[config.mk]
export PLATFORM = sky130hd
export DESIGN_NAME = useq_ctrl
export DESIGN_NICKNAME = d
export VERILOG_FILES = /design/src/rtl/useq_ctrl.sv
export SDC_FILE = /design/constraint.sdc
export NUM_CORES = 1
export LEC_CHECK = 0
export ABC_AREA = 1
export CAP_MARGIN = 20
export CORE_MARGIN = 2
export CORE_UTILIZATION = 41
export DETAILED_ROUTE_END_ITERATION = 10
export PLACE_DENSITY_LB_ADDON = 0.2
export SYNTH_ARGS = -nofsm -noshare
export SYNTH_HDL_FRONTEND = slang
export SYNTH_SLANG_ARGS = --single-unit
[constraint.sdc]
create_clock -name clk -period 2.75 [get_ports clk]
set_clock_uncertainty 0.05 [all_clocks]
set_input_delay 0.55 -clock clk [delete_from_list [all_inputs] [get_ports clk]]
set_output_delay 0.55 -clock clk [all_outputs]
set_load 0.03 [all_outputs]
[src/rtl/useq_ctrl.sv]
// ============================================================================
// Module   : useq_ctrl
// Function : Microprogram sequencer with a writable store that steps a
//            micro-PC and drives the datapath control word each cycle.
// Revision : 1.0 - initial release
// ============================================================================
`default_nettype none

module useq_ctrl #(
    parameter int AW = 4,
    parameter int UW = 18 + AW
) (
    input  logic          clk,
    input  logic          reset,
    input  logic          start,
    input  logic [AW-1:0] start_adr,
    input  logic          abort,
    input  logic          prog_we,
    input  logic [AW-1:0] prog_adr,
    input  logic [UW-1:0] prog_data,
    input  logic          pout,
    input  logic          osr,
    input  logic          osl,
    input  logic [3:0]    rout,
    output logic [3:0]    S,
    output logic          M,
    output logic          Pin,
    output logic          A,
    output logic [3:0]    v,
    output logic [2:0]    adr,
    output logic          wr,
    output logic [AW-1:0] upc,
    output logic          busy,
    output logic          done
);

    localparam int c_DEPTH = 1 << AW;

    typedef enum logic [1:0] {
        ST_IDLE = 2'd0,
        ST_RUN  = 2'd1,
        ST_DONE = 2'd2
    } state_t;

    state_t        r_state;
    logic [AW-1:0] r_upc;
    logic [UW-1:0] r_mir;
    logic [UW-1:0] r_mem [0:c_DEPTH-1];

    logic [2:0]    w_cond;
    logic [AW-1:0] w_next;
    logic [AW-1:0] w_upc_inc;
    logic          w_take;
    logic [AW-1:0] w_target;

    assign w_cond    = r_mir[17:15];
    assign w_next    = r_mir[UW-1:18];
    assign w_upc_inc = r_upc + AW'(1);

    always_comb begin
        w_take = 1'b0;
        case (w_cond)
            3'b001:  w_take = 1'b1;
            3'b010:  w_take = pout;
            3'b011:  w_take = ~pout;
            3'b100:  w_take = (rout == 4'd0);
            3'b101:  w_take = osr;
            3'b110:  w_take = osl;
            default: w_take = 1'b0;
        endcase
    end

    assign w_target = w_take ? w_next : w_upc_inc;

    // The store has no reset so a program survives a reset pulse.
    always_ff @(posedge clk) begin
        if (r_state == ST_IDLE && prog_we && !start) begin
            r_mem[prog_adr] <= prog_data;
        end
    end

    always_ff @(posedge clk or negedge reset) begin
        if (!reset) begin
            r_state <= ST_IDLE;
            r_upc   <= '0;
            r_mir   <= '0;
        end else begin
            case (r_state)
                ST_IDLE: begin
                    if (start && !abort) begin
                        r_upc   <= start_adr;
                        r_mir   <= r_mem[start_adr];
                        r_state <= ST_RUN;
                    end
                end
                ST_RUN: begin
                    if (abort) begin
                        r_mir   <= '0;
                        r_state <= ST_IDLE;
                    end else if (w_cond == 3'b111) begin
                        r_mir   <= '0;
                        r_state <= ST_DONE;
                    end else begin
                        r_upc <= w_target;
                        r_mir <= r_mem[w_target];
                    end
                end
                ST_DONE: begin
                    r_mir   <= '0;
                    r_state <= ST_IDLE;
                end
                default: begin
                    r_mir   <= '0;
                    r_state <= ST_IDLE;
                end
            endcase
        end
    end

    // MIR is cleared whenever the sequencer leaves RUN, so the control
    // outputs come straight from it and read 0 outside RUN.
    assign wr   = r_mir[0];
    assign adr  = r_mir[3:1];
    assign v    = r_mir[7:4];
    assign A    = r_mir[8];
    assign Pin  = r_mir[9];
    assign M    = r_mir[10];
    assign S    = r_mir[14:11];
    assign upc  = r_upc;
    assign busy = (r_state == ST_RUN);
    assign done = (r_state == ST_DONE);

endmodule

`default_nettype wire

## Word-level counts from Yosys, hierarchy flattened

Memory sizes are Yosys's and may differ from the RTL's.
Cells that the tools add are included.

| storage, ports and cells | value |
|---|---|
| output and inout bits | 21 |
| logic and storage cells | 45 |
| latch bits | 0 |
| memories kept | 1 |
| RAM bits | 352 |
| bits in read-only memories | 0 |
| bits in registers | 28 |
| bits of input ports | 42 |

| cells by class | value |
|---|---|
| mux-type cells | 16 |
| reductions and logical operators | 10 |
| add/sub/neg operators | 1 |
| equality and inequality tests | 13 |
| $lt $le $gt $ge | 0 |
| bitwise operators | 1 |
| shift-type cells | 0 |
| div/mod/pow operators | 0 |
| multipliers | 0 |

Memory list:

| name | words | bits a word | rd ports | clocked after memory_dff | wr ports | line | text |
|---|---|---|---|---|---|---|---|
| r_mem | 16 | 22 | 2 | 0 | 1 | 48 | `logic [UW-1:0] r_mem [0:c_DEPTH-1];` |

Operators with widths:

| operator | count |
|---|---|
| 22-bit two-way mux | 3 |
| 22-bit one-hot mux with 2 select lines | 1 |
| 4-bit two-way mux | 4 |
| 3-bit == test (second input constant) | 4 |
| 4-bit one-hot mux with 2 select lines | 1 |
| 3-bit by 2-bit == test with 1-bit output (second input constant) | 2 |
| 2-bit two-way mux | 3 |
| 1-bit one-hot mux with 6 select lines | 1 |
| 4-bit by 1-bit adder with 4-bit output (second input constant) | 1 |
| 4-bit zero test | 1 |
| 2-bit inequality test (second input constant) | 2 |
| 2-bit one-hot mux with 2 select lines | 1 |
| 4-bit AND reduction | 1 |
| 3-bit by 1-bit == test with 1-bit output (second input constant) | 1 |
| 1-bit logical AND | 3 |
| 3-bit by 2-bit inequality test with 1-bit output (second input constant) | 1 |
| 2-bit by 1-bit == test with 1-bit output (second input constant) | 1 |
| 2-bit == test (second input constant) | 1 |
| 1-bit zero test | 2 |
| 2-bit zero test | 1 |
| 1-bit two-way mux | 2 |
| 2-bit by 1-bit inequality test with 1-bit output (second input constant) | 1 |
| 2-bit AND reduction | 1 |
| 2-bit nonzero test | 1 |
| 1-bit inverter | 1 |

## Depth between registers and ports, before layout

Gate-level depths: netlist of the first run.
An unclocked memory read counts as a cell.

| depth | value |
|---|---|
| depth in word-level cells | 7 |
| mapped depth | 17 |
| depth with buffers taken out | 15 |

## Worst setup path after synthesis of the first run

OpenSTA, ideal clock, no wires.

| timing path | value |
|---|---|
| path type | register to register |
| from | reg r_state[0] |
| to | mem r_mem[0][0] in the netlist's numbering (enable) |
| clock period less this slack | 2430 ps |
| arrival time | 1979 ps |
| data required time | 2299 ps |
| cell stages (with the launch flop) | 6 |
| slack | 320 ps |
| buffers on the path | 0 |
| setup time | 401 ps |
| path through | dfrtp_1 > nor2_1 > nand2_1 > nor2_1 > nand3_1 > nor2_1 |

| between the ends | value |
|---|---|
| cells in the longest elaborated chain, start to end | 5 |

RTL lines:

| item | line | text |
|---|---|---|
| start, declared | 45 | `state_t r_state;` |
| start signal, assigned | 84 | `r_state <= ST_IDLE;` |
| start signal, assigned | 93 | `r_state <= ST_RUN;` |
| start signal, assigned | 99 | `r_state <= ST_IDLE;` |
| 2-bit zero test | 77 | `if (r_state == ST_IDLE && prog_we && !start) begin` |
| 1-bit logical AND (2 in series) | 77 |  |
| 1-bit two-way mux | 77 |  |
| 1-bit two-way mux (not written as such) | 78 | `r_mem[prog_adr] <= prog_data;` |
| end, declared | 48 |  |

No other way between the ends.

## Worst setup path in the final report of the first run

| timing path | value |
|---|---|
| from | reg r_mir[15] |
| to | reg r_mir[11] |

| between the ends | value |
|---|---|
| cells in the longest elaborated chain, start to end | 7 |
| elaborated cells on any way between the ends | 13 |
| classes of those cells | eq/ne (7); mux (5); memory (1) |

RTL lines:

| item | line | text |
|---|---|---|
| start, declared | 47 | `logic [UW-1:0] r_mir;` |
| start signal, assigned | 92 | `r_mir <= r_mem[start_adr];` |
| start signal, assigned | 105 | `r_mir <= r_mem[w_target];` |
| 3-bit == test (tied with other cells) | 62 | `case (w_cond)` |
| 1-bit one-hot mux with 6 select lines | 62 |  |
| 4-bit two-way mux | 73 | `assign w_target = w_take ? w_next : w_upc_inc;` |
| memory read 16 x 22 bit | n/a |  |
| 22-bit two-way mux * | 100 | `end else if (w_cond == 3'b111) begin` |
| 22-bit two-way mux * | 97 | `if (abort) begin` |
| 22-bit one-hot mux with 2 select lines * | 88 | `case (r_state)` |

Every way passes the cells marked *; elsewhere a longest branch is shown, timed or not.
A chain may end at the register's enable or synchronous reset.

==> metrics.md, run 1 <==
| Metric | Value |
|---|---|
| Status | `finished clean` |
| Die area | `47400 um2` |
| Flop pwr share | `0.248` |
| Final hold vios | `0` |
| Total internal power | `0.0155 W` |
| Post-synth net total | `1995` |
| Primary FF master, synth | `edfxtp_1` |
| Final core area utilization | `0.500` |
| Synth top area share | `0.565` |
| Total CTS buffers | `41` |
| Number of port buffers | `62` |
| Hold buffers post-CTS | `0` |
| Slew HR | `0.556` |
| Final worst path period share | `0.898` |
| Pwr Density | `1220 nW/um2` |
| Fraction of layout cells with a size suffix above 1 | `0.109` |
| CP Class | `reg -> reg` |
| Clock share of power | `0.204` |
| GRT Overall Usage | `0.277` |
| Post-synth design cell area | `18700 um2` |
| Worst slew pin tran | `664 ps` |
| Worst-path fanout max | `30` |
| Sw Ratio | `0.438` |
| Antenna cells | `0` |
| Synth async-reset ratio | `0.0737` |
| H-tree levels | `2` |
| Lkg Pwr | `8.08 nW` |
| Post-Route WL | `65700 um` |
| Multiplexer share of the synthesized area | `0` |
| Psw | `0.0121 W` |
| Mean Syn Cell Area | `9.58 um2` |
| Adder-Cell Fraction of Synth Area | `0.000669` |
| # IOs | `63` |
| Minimum clock period after layout | `2470 ps` |
| DP HPWL | `38500 um` |
| Flops & latches, synth | `380` |
| Routability Congestion | `0.863` |
| Die height | `218 um` |
| Num rows | `78` |
| Sum of negative setup slack | `0 ps` |
| Clk slew on worst S/H paths | `60 ps` |
| Top cells by area, synth | `edfxtp_1, nand3_1, nand2_1, o21ai_0, nor2_1` |
| Layout area overhead | `20.9%` |
| Synth unique cells | `30` |
| Chip width | `218 um` |
| DRC Markers | `0` |
| Vias in the first global route | `15.6k` |
| Finished Layout Cells | `2647` |
| DR vias/cell | `6.13` |
| Largest family of logic cells by synthesized area | `simple AND/OR/NAND/NOR gates` |
| Placed Instances | `2573` |
| Crit. End Element | `register` |
| Sink Count | `380` |
| Logic gate share of total power | `0.547` |
| Starting density of the core | `0.414` |
| CP startpoint kind | `register` |
| Simple-gate share of the synthesized area | `0.249` |
| WP data required | `3130 ps` |
| Number of synthesized flops with an enable pin | `352` |
| Post-synthesis sequential area ratio | `0.602` |
| Peak Freq | `405 MHz` |
| Congestion Overflow GR | `0` |
| Maximum VDD drop | `0.953 mV` |
| Post-synth top area cell | `edfxtp_1` |
| Final setup viols | `0` |
| Root Driver | `clkbuf_16` |
| Fillers | `3926` |
| Fin nets | `2060` |
| Maximum clock path buffer count | `3` |
| Post-Synth XOR/XNOR Area | `0.000936` |
| Worst hold path class | `in -> async` |
| Routed Antenna Nets | `0` |
| Max-Cap Viols | `0` |
| DRT iter0 DRCs | `2226` |
| Skew-Pair Late Insertion Delay | `540 ps` |
| Final max-slew violation count | `0` |
| First-pass GRT wire length | `97900 um` |
| DRT Pass-1 Iters | `8` |
| RSZ-0062 raised after global routing | `false` |
| Syn Inst Count | `1952` |
| Antenna violations before repair | `0` |
| Core ar. | `45200 um2` |
| Post-synthesis compound-gate area fraction | `0.0997` |
| CTS tree | `done` |
| Vias | `16.2k` |
| WL/cell | `24.8 um` |
| Pin count of the biggest net entering global routing | `84` |
| Yosys warns | `0` |
| Worst path arrival time | `2850 ps` |
synth_stat cells (22+ instances only):
cell type  number
o22ai_1        27
buf_2          28
o221ai_1       62
dfrtp_1        28
nor2_1        204
buf_4          33
o21ai_0       177
o211ai_1       26
inv_1          22
edfxtp_1      352
clkbuf_1       98
nand3_1       466
nand2_1       396
layer usage:
layer | routed length (um) | global-route usage | up-vias
met3 | 8300 | 0.0629 | 154
li1 | - | - | 7165
met1 | 26500 | 0.388 | 7789
met2 | 29100 | 0.421 | 1129
met5 | 0 | 0 | -
met4 | 1800 | 0.0984 | 0
final cells by class:
| class | instances | area (um2) | area share |
|---|---|---|---|
| Sequential cell | 380 | 11300 | 0.498 |
| Timing Repair Buffer | 190 | 2420 | 0.107 |
| Inverter | 24 | 92.6 | 0.00409 |
| Clock inverter | 19 | 244 | 0.0108 |
| Clock buffer | 54 | 1110 | 0.0493 |
| Multi-Input combinational cell | 1380 | 6720 | 0.297 |
| Tap cell | 600 | 751 | 0.0332 |
repair_timing:
item | CTS | global route
buffers inserted | 0 | 1
resized for setup | 0 | 1
setup endpoints to repair | 0 | 10
worst max-delay path: stages, from the launching register on:
cell     delay [ps]
dfrtp_1         430
nand3_1         160
nand2_1         100
nor2_4          160
nand3_4         190
nand2_2         160
nand2_4         100
buf_12          190
buf_12          180
nand2_1          60
nand3_1          60
nand3_1          90
nand3_1          70
nand3_1          90
nand2_1          80
nand2_1         100
nand2_1          60
sequential cells by signal, indices dropped and copies added, names as in the netlist:
| name | count |
|---|---|
| upc | 4 |
| r_state | 2 |
| r_mem | 352 |
| r_mir | 22 |
logic make-up after synthesis:
group	after synthesis
simple gates	1074
flops	380
compound gates	303
buf+inv	192
xor+xnor	2
fa+ha+maj	1
stage by stage:
step / worst slack, ps / area [um2] / power, W / hold slack [ps]
floorplan: 320 / 18700 / 0.0154 / 204
global placement: -402 / 21200 / 0.0216 / 430
detailed placement: -384 / 21200 / 0.0216 / 435
CTS: 74.4 / 22600 / 0.0273 / 414
global route: 70.8 / 22600 / 0.0290 / 440
finish: 280 / 22600 / 0.0276 / 418
path summary, 6_finish.rpt:
path,startpoint,end,slack (ps),cells past startpoint
min reg2reg,r_mir[4],r_mir[4],450,2
min in group clk,r_mir[4],r_mir[4],450,2
min,reset,r_mir[2],420,2
max reg2reg,r_mir[15],r_mir[11],280,16
max,r_mir[15],r_mir[11],280,16
max in group asynchronous,reset,r_mir[14],1850,2
power groups by stage:
stage          logic (W)  registers, W  clock network [W]
6_report          0.0151       0.00685            0.00564
5_1_grt           0.0162       0.00687            0.00593
4_1_cts           0.0148       0.00685            0.00569
3_5_place_dp      0.0147       0.00696                  0
3_3_place_gp      0.0146       0.00696                  0
2_1_floorplan    0.00852       0.00692                  0
cells in the final DEF (no fill, tap or decap), types with 9 or more instances in the layout:
cell type | netlist | layout
nand2_1 | 396 | 395
o211ai_1 | 26 | 26
inv_1 | 22 | 20
buf_4 | 33 | 60
nor2_1 | 204 | 187
o21ai_0 | 177 | 177
clkbuf_1 | 98 | 9
buf_12 | 0 | 68
clkdlybuf4s50_1 | 0 | 59
nand3_1 | 466 | 466
o221ai_1 | 62 | 62
o22ai_1 | 27 | 27
nor2_4 | 1 | 17
edfxtp_1 | 352 | 352
dfrtp_1 | 28 | 28
clkbuf_16 | 0 | 41
Note: power is estimated with default switching activity, not from simulation.
==> run 2: changes to the inputs <==
--- a/config.mk
+++ b/config.mk
@@ -10,7 +10,7 @@
 export CORE_MARGIN = 2
 export CORE_UTILIZATION = 41
 export DETAILED_ROUTE_END_ITERATION = 10
-export PLACE_DENSITY_LB_ADDON = 0.2
+export GPL_ROUTABILITY_DRIVEN = 0
 export SYNTH_ARGS = -nofsm -noshare
 export SYNTH_HDL_FRONTEND = slang
 export SYNTH_SLANG_ARGS = --single-unit
==> constraint.sdc (replaced) <==
create_clock -name clk -period 3.2 [get_ports clk]
set_clock_uncertainty 0.05 [all_clocks]
set_input_delay 0.64 -clock clk [delete_from_list [all_inputs] [get_ports clk]]
set_output_delay 0.64 -clock clk [all_outputs]
set_load 0.03 [all_outputs]
==> run 2 against run 1 <==
Critical path depth fell by 13. Non-clock buffer count decreased by 42. Clock power down 12%. Power is 17% lower. Sequential share of layout area is 1.2 points higher. Cell area fell by 2.4%. Core utilization down 1.2 points. Wire length is 0.49% lower. Combinational power decreased by 20%. First-iteration DRC count is 15% higher. Critical endpoint is now busy.
==> metrics.md, run 2 (synthesized netlist as in run 1, its figures left out) <==
| Metric | Value |
|---|---|
| Status | `finished clean` |
| WL/cell | `25.1 um` |
| Antenna cells | `0` |
| Minimum clock period after layout | `2820 ps` |
| Root Driver | `clkbuf_16` |
| Layout area overhead | `18.0%` |
| H-tree levels | `2` |
| Starting density of the core | `0.414` |
| DR vias/cell | `6.26` |
| Psw | `0.0102 W` |
| Max-Cap Viols | `0` |
| Antenna violations before repair | `1` |
| Die height | `218 um` |
| DP HPWL | `35100 um` |
| CP Class | `reg -> out` |
| DRC Markers | `0` |
| WP data required | `2510 ps` |
| CP startpoint kind | `register` |
| Maximum VDD drop | `0.996 mV` |
| GRT Overall Usage | `0.274` |
| Max stage delay on crit path | `760 ps` |
| Core ar. | `45200 um2` |
| DRT iter0 DRCs | `2549` |
| Pin count of the biggest net entering global routing | `90` |
| Vias | `16.3k` |
| CTS tree | `done` |
| DRT Pass-1 Iters | `8` |
| Fin nets | `2018` |
| Final setup viols | `0` |
| Worst hold path class | `reg -> reg` |
| Clock share of power | `0.215` |
| Worst slew pin tran | `613 ps` |
| Sink Count | `380` |
| Congestion Overflow GR | `0` |
| Final hold vios | `0` |
| Worst-path fanout max | `7` |
| Peak Freq | `354 MHz` |
| Sw Ratio | `0.445` |
| Die area | `47400 um2` |
| Total CTS buffers | `41` |
| Total internal power | `0.0128 W` |
| Commonest non-fill, non-tap cells in the layout | `nand3_1, nand2_1, edfxtp_1, nor2_1, o21ai_0` |
| Crit. End Element | `output pin` |
| Skew-Pair Late Insertion Delay | `560 ps` |
| Number of port buffers | `62` |
| Fillers | `3981` |
| Logic gate share of total power | `0.528` |
| Max reg flops | `352` |
| Total Power | `0.0230 W` |
| Pwr Density | `1040 nW/um2` |
| Worst path arrival time | `2130 ps` |
| Num rows | `78` |
| Post-Route WL | `65300 um` |
| Maximum clock path buffer count | `3` |
| Flop pwr share | `0.257` |
| Critical-path cell list | `inv_1 -> nor2_1 -> clkdlybuf4s50_1` |
| Post-CTS resize count | `0` |
| Fraction of layout cells with a size suffix above 1 | `0.0902` |
| Lkg Pwr | `7.82 nW` |
| Routed Antenna Nets | `0` |
| Chip width | `218 um` |
| Hold buffers post-CTS | `0` |
| Postcts setup bufs | `0` |
| Largest Register | `r_mem` |
| Slew HR | `0.590` |
| Most common cell after layout, fill and taps aside | `nand3_1` |
| Sum of negative setup slack | `0 ps` |
| RSZ-0062 raised after global routing | `false` |
| Clk slew on worst S/H paths | `60 ps` |
| First-pass GRT wire length | `97300 um` |
| Crit path max-delay cell type | `clkdlybuf4s50_1` |
| Final worst path period share | `0.882` |
| # IOs | `63` |
| Vias in the first global route | `15.9k` |
| Final max-slew violation count | `0` |
-- run 2: path summary, 6_finish.rpt --
kind	from	slack (ps)	end	cells past startpoint
max	r_state[0]	380	busy	3
min	r_mir[13]	440	r_mir[13]	2
max reg2reg	r_mir[15]	680	r_mir[2]	15
min reg2reg	r_mir[13]	440	r_mir[13]	2
max in group asynchronous	reset	2210	r_mir[9]	2
min in group asynchronous	reset	490	r_mir[3]	2
-- run 2: power by group through the flow --
stage	logic [W]	registers [W]	clock network, W
final	0.0121	0.00589	0.00494
after global routing	0.0130	0.00591	0.00515
after CTS	0.0119	0.00588	0.00498
after detailed placement	0.0118	0.00599	0
after global placement	0.0117	0.00599	0
after floorplan	0.00732	0.00595	0
-- run 2: area by class of cell --
| type | instances | area (um2) | share of cell area |
|---|---|---|---|
| repair buffers | 148 | 1850 | 0.0840 |
| clock buffers | 56 | 1140 | 0.0519 |
| clock inverters | 18 | 245 | 0.0111 |
| inverters | 24 | 92.6 | 0.00419 |
| well taps | 600 | 751 | 0.0340 |
| flip-flops and latches | 380 | 11300 | 0.511 |
| multi-input cells | 1380 | 6720 | 0.304 |
-- run 2: per-stage QoR --
| step | setup slack [ps] | area (um2) | hold WS [ps] | util | cells |
|---|---|---|---|---|---|
| 6_report | 378 | 22100 | 440 | 0.489 | 2606 |
| 3_3_place_gp | 183 | 20700 | 428 | 0.458 | 2532 |
| 3_5_place_dp | 170 | 20700 | 425 | 0.458 | 2532 |
| 5_1_grt | 276 | 22100 | 459 | 0.489 | 2606 |
| 4_1_cts | 367 | 22100 | 440 | 0.489 | 2606 |
| 2_1_floorplan | 770 | 18700 | 294 | - | 1952 |
-- run 2: critical path: cells and delay by family (launching register included) --
kind | cells | cell delay, ps
AND/OR/NAND/NOR | 1 | 380
flip-flops | 1 | 380
buffers and inverters | 2 | 820
-- run 2: layer usage --
| metal | up-vias | part of all wire | GRT usage |
|---|---|---|---|
| met1 | 7807 | 0.39 | 0.371 |
| met3 | 210 | 0.13 | 0.0582 |
| met4 | 2 | 0.036 | 0.115 |
| met2 | 1200 | 0.45 | 0.429 |
| met5 | - | 0.00023 | 0 |
| li1 | 7085 | - | - |
==> run 3: changes to the inputs <==
--- a/config.mk
+++ b/config.mk
@@ -7,6 +7,7 @@
 export LEC_CHECK = 0
 export ABC_AREA = 1
 export CAP_MARGIN = 20
+export CORE_ASPECT_RATIO = 1.5
 export CORE_MARGIN = 2
 export CORE_UTILIZATION = 41
 export DETAILED_ROUTE_END_ITERATION = 10
==> run 3 against run 2 <==
Combinational power hardly changed. Cell count shrank 0.58%. Global-route usage is 0.63 points higher. Sequential power hardly changed. Sequential share of layout area increased by 0.41 points. First-iteration DRC count is 17% lower. Clock power decreased by 9.3%. Largest power group unchanged. Maximum frequency up 1.3%. Worst hold slack worse by 190 ps. Via count rose by 0.51%. Wire length rose by 2.2%. Largest cell class unchanged.
==> metrics.md, run 3 (synthesized netlist as in run 1, its figures left out) <==
| Metric | Value |
|---|---|
| # IOs | `63` |
| Routed Antenna Nets | `0` |
| Post-Route WL | `66800 um` |
| Met1 Track Usage GR | `0.332` |
| Fin nets | `2023` |
| Setup slack, reg-to-reg | `510 ps` |
| DRT Pass-1 Iters | `5` |
| Reg2Reg Capture Point | `r_mir[17]` |
| R2r startpoint | `r_mir[15]` |
| Hold buffers post-CTS | `0` |
| Clk slew on worst S/H paths | `70 ps` |
| Die area | `47400 um2` |
| Commonest non-fill, non-tap cells in the layout | `nand3_1, nand2_1, edfxtp_1, nor2_1, o21ai_0` |
| Maximum VDD drop | `0.894 mV` |
| WP data required | `2510 ps` |
| Max-Cap Viols | `0` |
| Critical-path cell list | `inv_1 -> nor2_1 -> clkdlybuf4s50_1` |
| Final hold vios | `0` |
| Grt met2 use | `0.470` |
| Final setup viols | `0` |
| Largest Register | `r_mem` |
| Largest delay share family, worst path | `buffers and inverters` |
| Lkg Pwr | `7.77 nW` |
| Finished Layout Cells | `2591` |
| Vias in the first global route | `16.2k` |
| Worst hold path class | `in -> async` |
| GRT met3 Usage | `0.0372` |
| Worst-path fanout max | `7` |
| Root Driver | `clkbuf_16` |
| DP HPWL | `36700 um` |
| GRT busiest layer | `met2` |
| Chip width | `178 um` |
| Max reg flops | `352` |
| First-pass GRT wire length | `98400 um` |
| Number of port buffers | `62` |
| RSZ-0062 raised after global routing | `false` |
| DRT iter0 DRCs | `2122` |
| Worst slew pin tran | `1080 ps` |
| CP Buf/Inv Count | `2` |
| Crit. End Element | `output pin` |
| Congestion Overflow GR | `0` |
| Postcts setup bufs | `0` |
| Layout area overhead | `17.0%` |
| Post-CTS resize count | `0` |
| GRT Overall Usage | `0.281` |
| Status | `finished clean` |
| DR vias/cell | `6.32` |
| CP Class | `reg -> out` |
| R2R cell count | `14` |
| Die height | `266 um` |
| Placed Instances | `2523` |
| Num rows | `95` |
| Minimum clock period after layout | `2790 ps` |
| Maximum clock path buffer count | `3` |
| Final max-slew violation count | `0` |
| CP startpoint kind | `register` |
| Pwr Density | `1040 nW/um2` |
| DRC Markers | `0` |
| Core ar. | `44900 um2` |
| Most common cell after layout, fill and taps aside | `nand3_1` |
| Crit path max-delay cell type | `clkdlybuf4s50_1` |
| WL/cell | `25.8 um` |
| Sum of negative setup slack | `0 ps` |
| Antenna cells | `0` |
| Sink Count | `380` |
| Pin count of the biggest net entering global routing | `96` |
| Starting density of the core | `0.416` |
| Vias | `16.4k` |
| Antenna violations before repair | `1` |
| CTS tree | `done` |
| Total CTS buffers | `37` |
| Skew-Pair Late Insertion Delay | `550 ps` |
| Max stage delay on crit path | `760 ps` |
| Fraction of layout cells with a size suffix above 1 | `0.0921` |
| Worst path arrival time | `2100 ps` |
| Final worst path period share | `0.871` |
| Peak Freq | `359 MHz` |
| Slew HR | `0.278` |
| H-tree levels | `2` |
## run 3: cell types whose count changed in the layout (fill, tap and decap cells not counted), moves of 2 or more
| cell | previous run | this run |
|---|---|---|
| buf_12 | 48 | 42 |
| buf_4 | 39 | 53 |
| bufinv_16 | 6 | 4 |
| clkbuf_1 | 11 | 7 |
| clkbuf_16 | 43 | 39 |
| clkbuf_8 | 2 | 0 |
| clkinv_1 | 4 | 8 |
| clkinv_4 | 0 | 3 |
## run 3: worst max-delay path by stage
stage          slack, ps        from     endpoint  cells after the start
6_report             410  r_state[0]         busy                      3
5_1_grt              250   r_mir[15]     r_mir[0]                     14
4_1_cts              420  r_state[0]         busy                      3
3_5_place_dp          50        pout    r_mir[19]                     16
3_3_place_gp           4        pout    r_mir[17]                     16
2_1_floorplan        770  r_state[0]  r_mem[0][0]                      5
## run 3: power breakdown
part | switching (W) | total [W] | internal, W
sequential | 0.000238 | 0.00588 | 0.00564
clock | 0.00192 | 0.00448 | 0.00257
combinational | 0.00813 | 0.0124 | 0.00428
total | 0.0103 | 0.0228 | 0.0125
## run 3: routing by layer
layer | routed length, um | share of wire | up-vias
met5 | 0 | 0 | -
met4 | 4640 | 0.069 | 0
met3 | 5890 | 0.088 | 269
met2 | 32800 | 0.49 | 1062
met1 | 23500 | 0.35 | 7967
li1 | - | - | 7089
## run 3: layout make-up
type,instances,area (um2)
fillers,4068,23000
flip-flops and latches,380,11300
multi-input cells,1380,6720
repair buffers,157,1860
clock buffers,46,1000
well taps,582,728
clock inverters,22,226
inverters,24,92.6
## run 3: metrics by stage
step | hold slack (ps) | utilization | cell area [um2] | setup slack [ps] | power, W
after global placement | 416 | 0.459 | 20600 | 3.90 | 0.0181
after global routing | 264 | 0.487 | 21900 | 251 | 0.0239
after detailed placement | 416 | 0.460 | 20700 | 46.4 | 0.0182
final | 248 | 0.487 | 21900 | 414 | 0.0228
after floorplan | 294 | - | 18700 | 770 | 0.0133
after CTS | 243 | 0.487 | 21900 | 422 | 0.0226
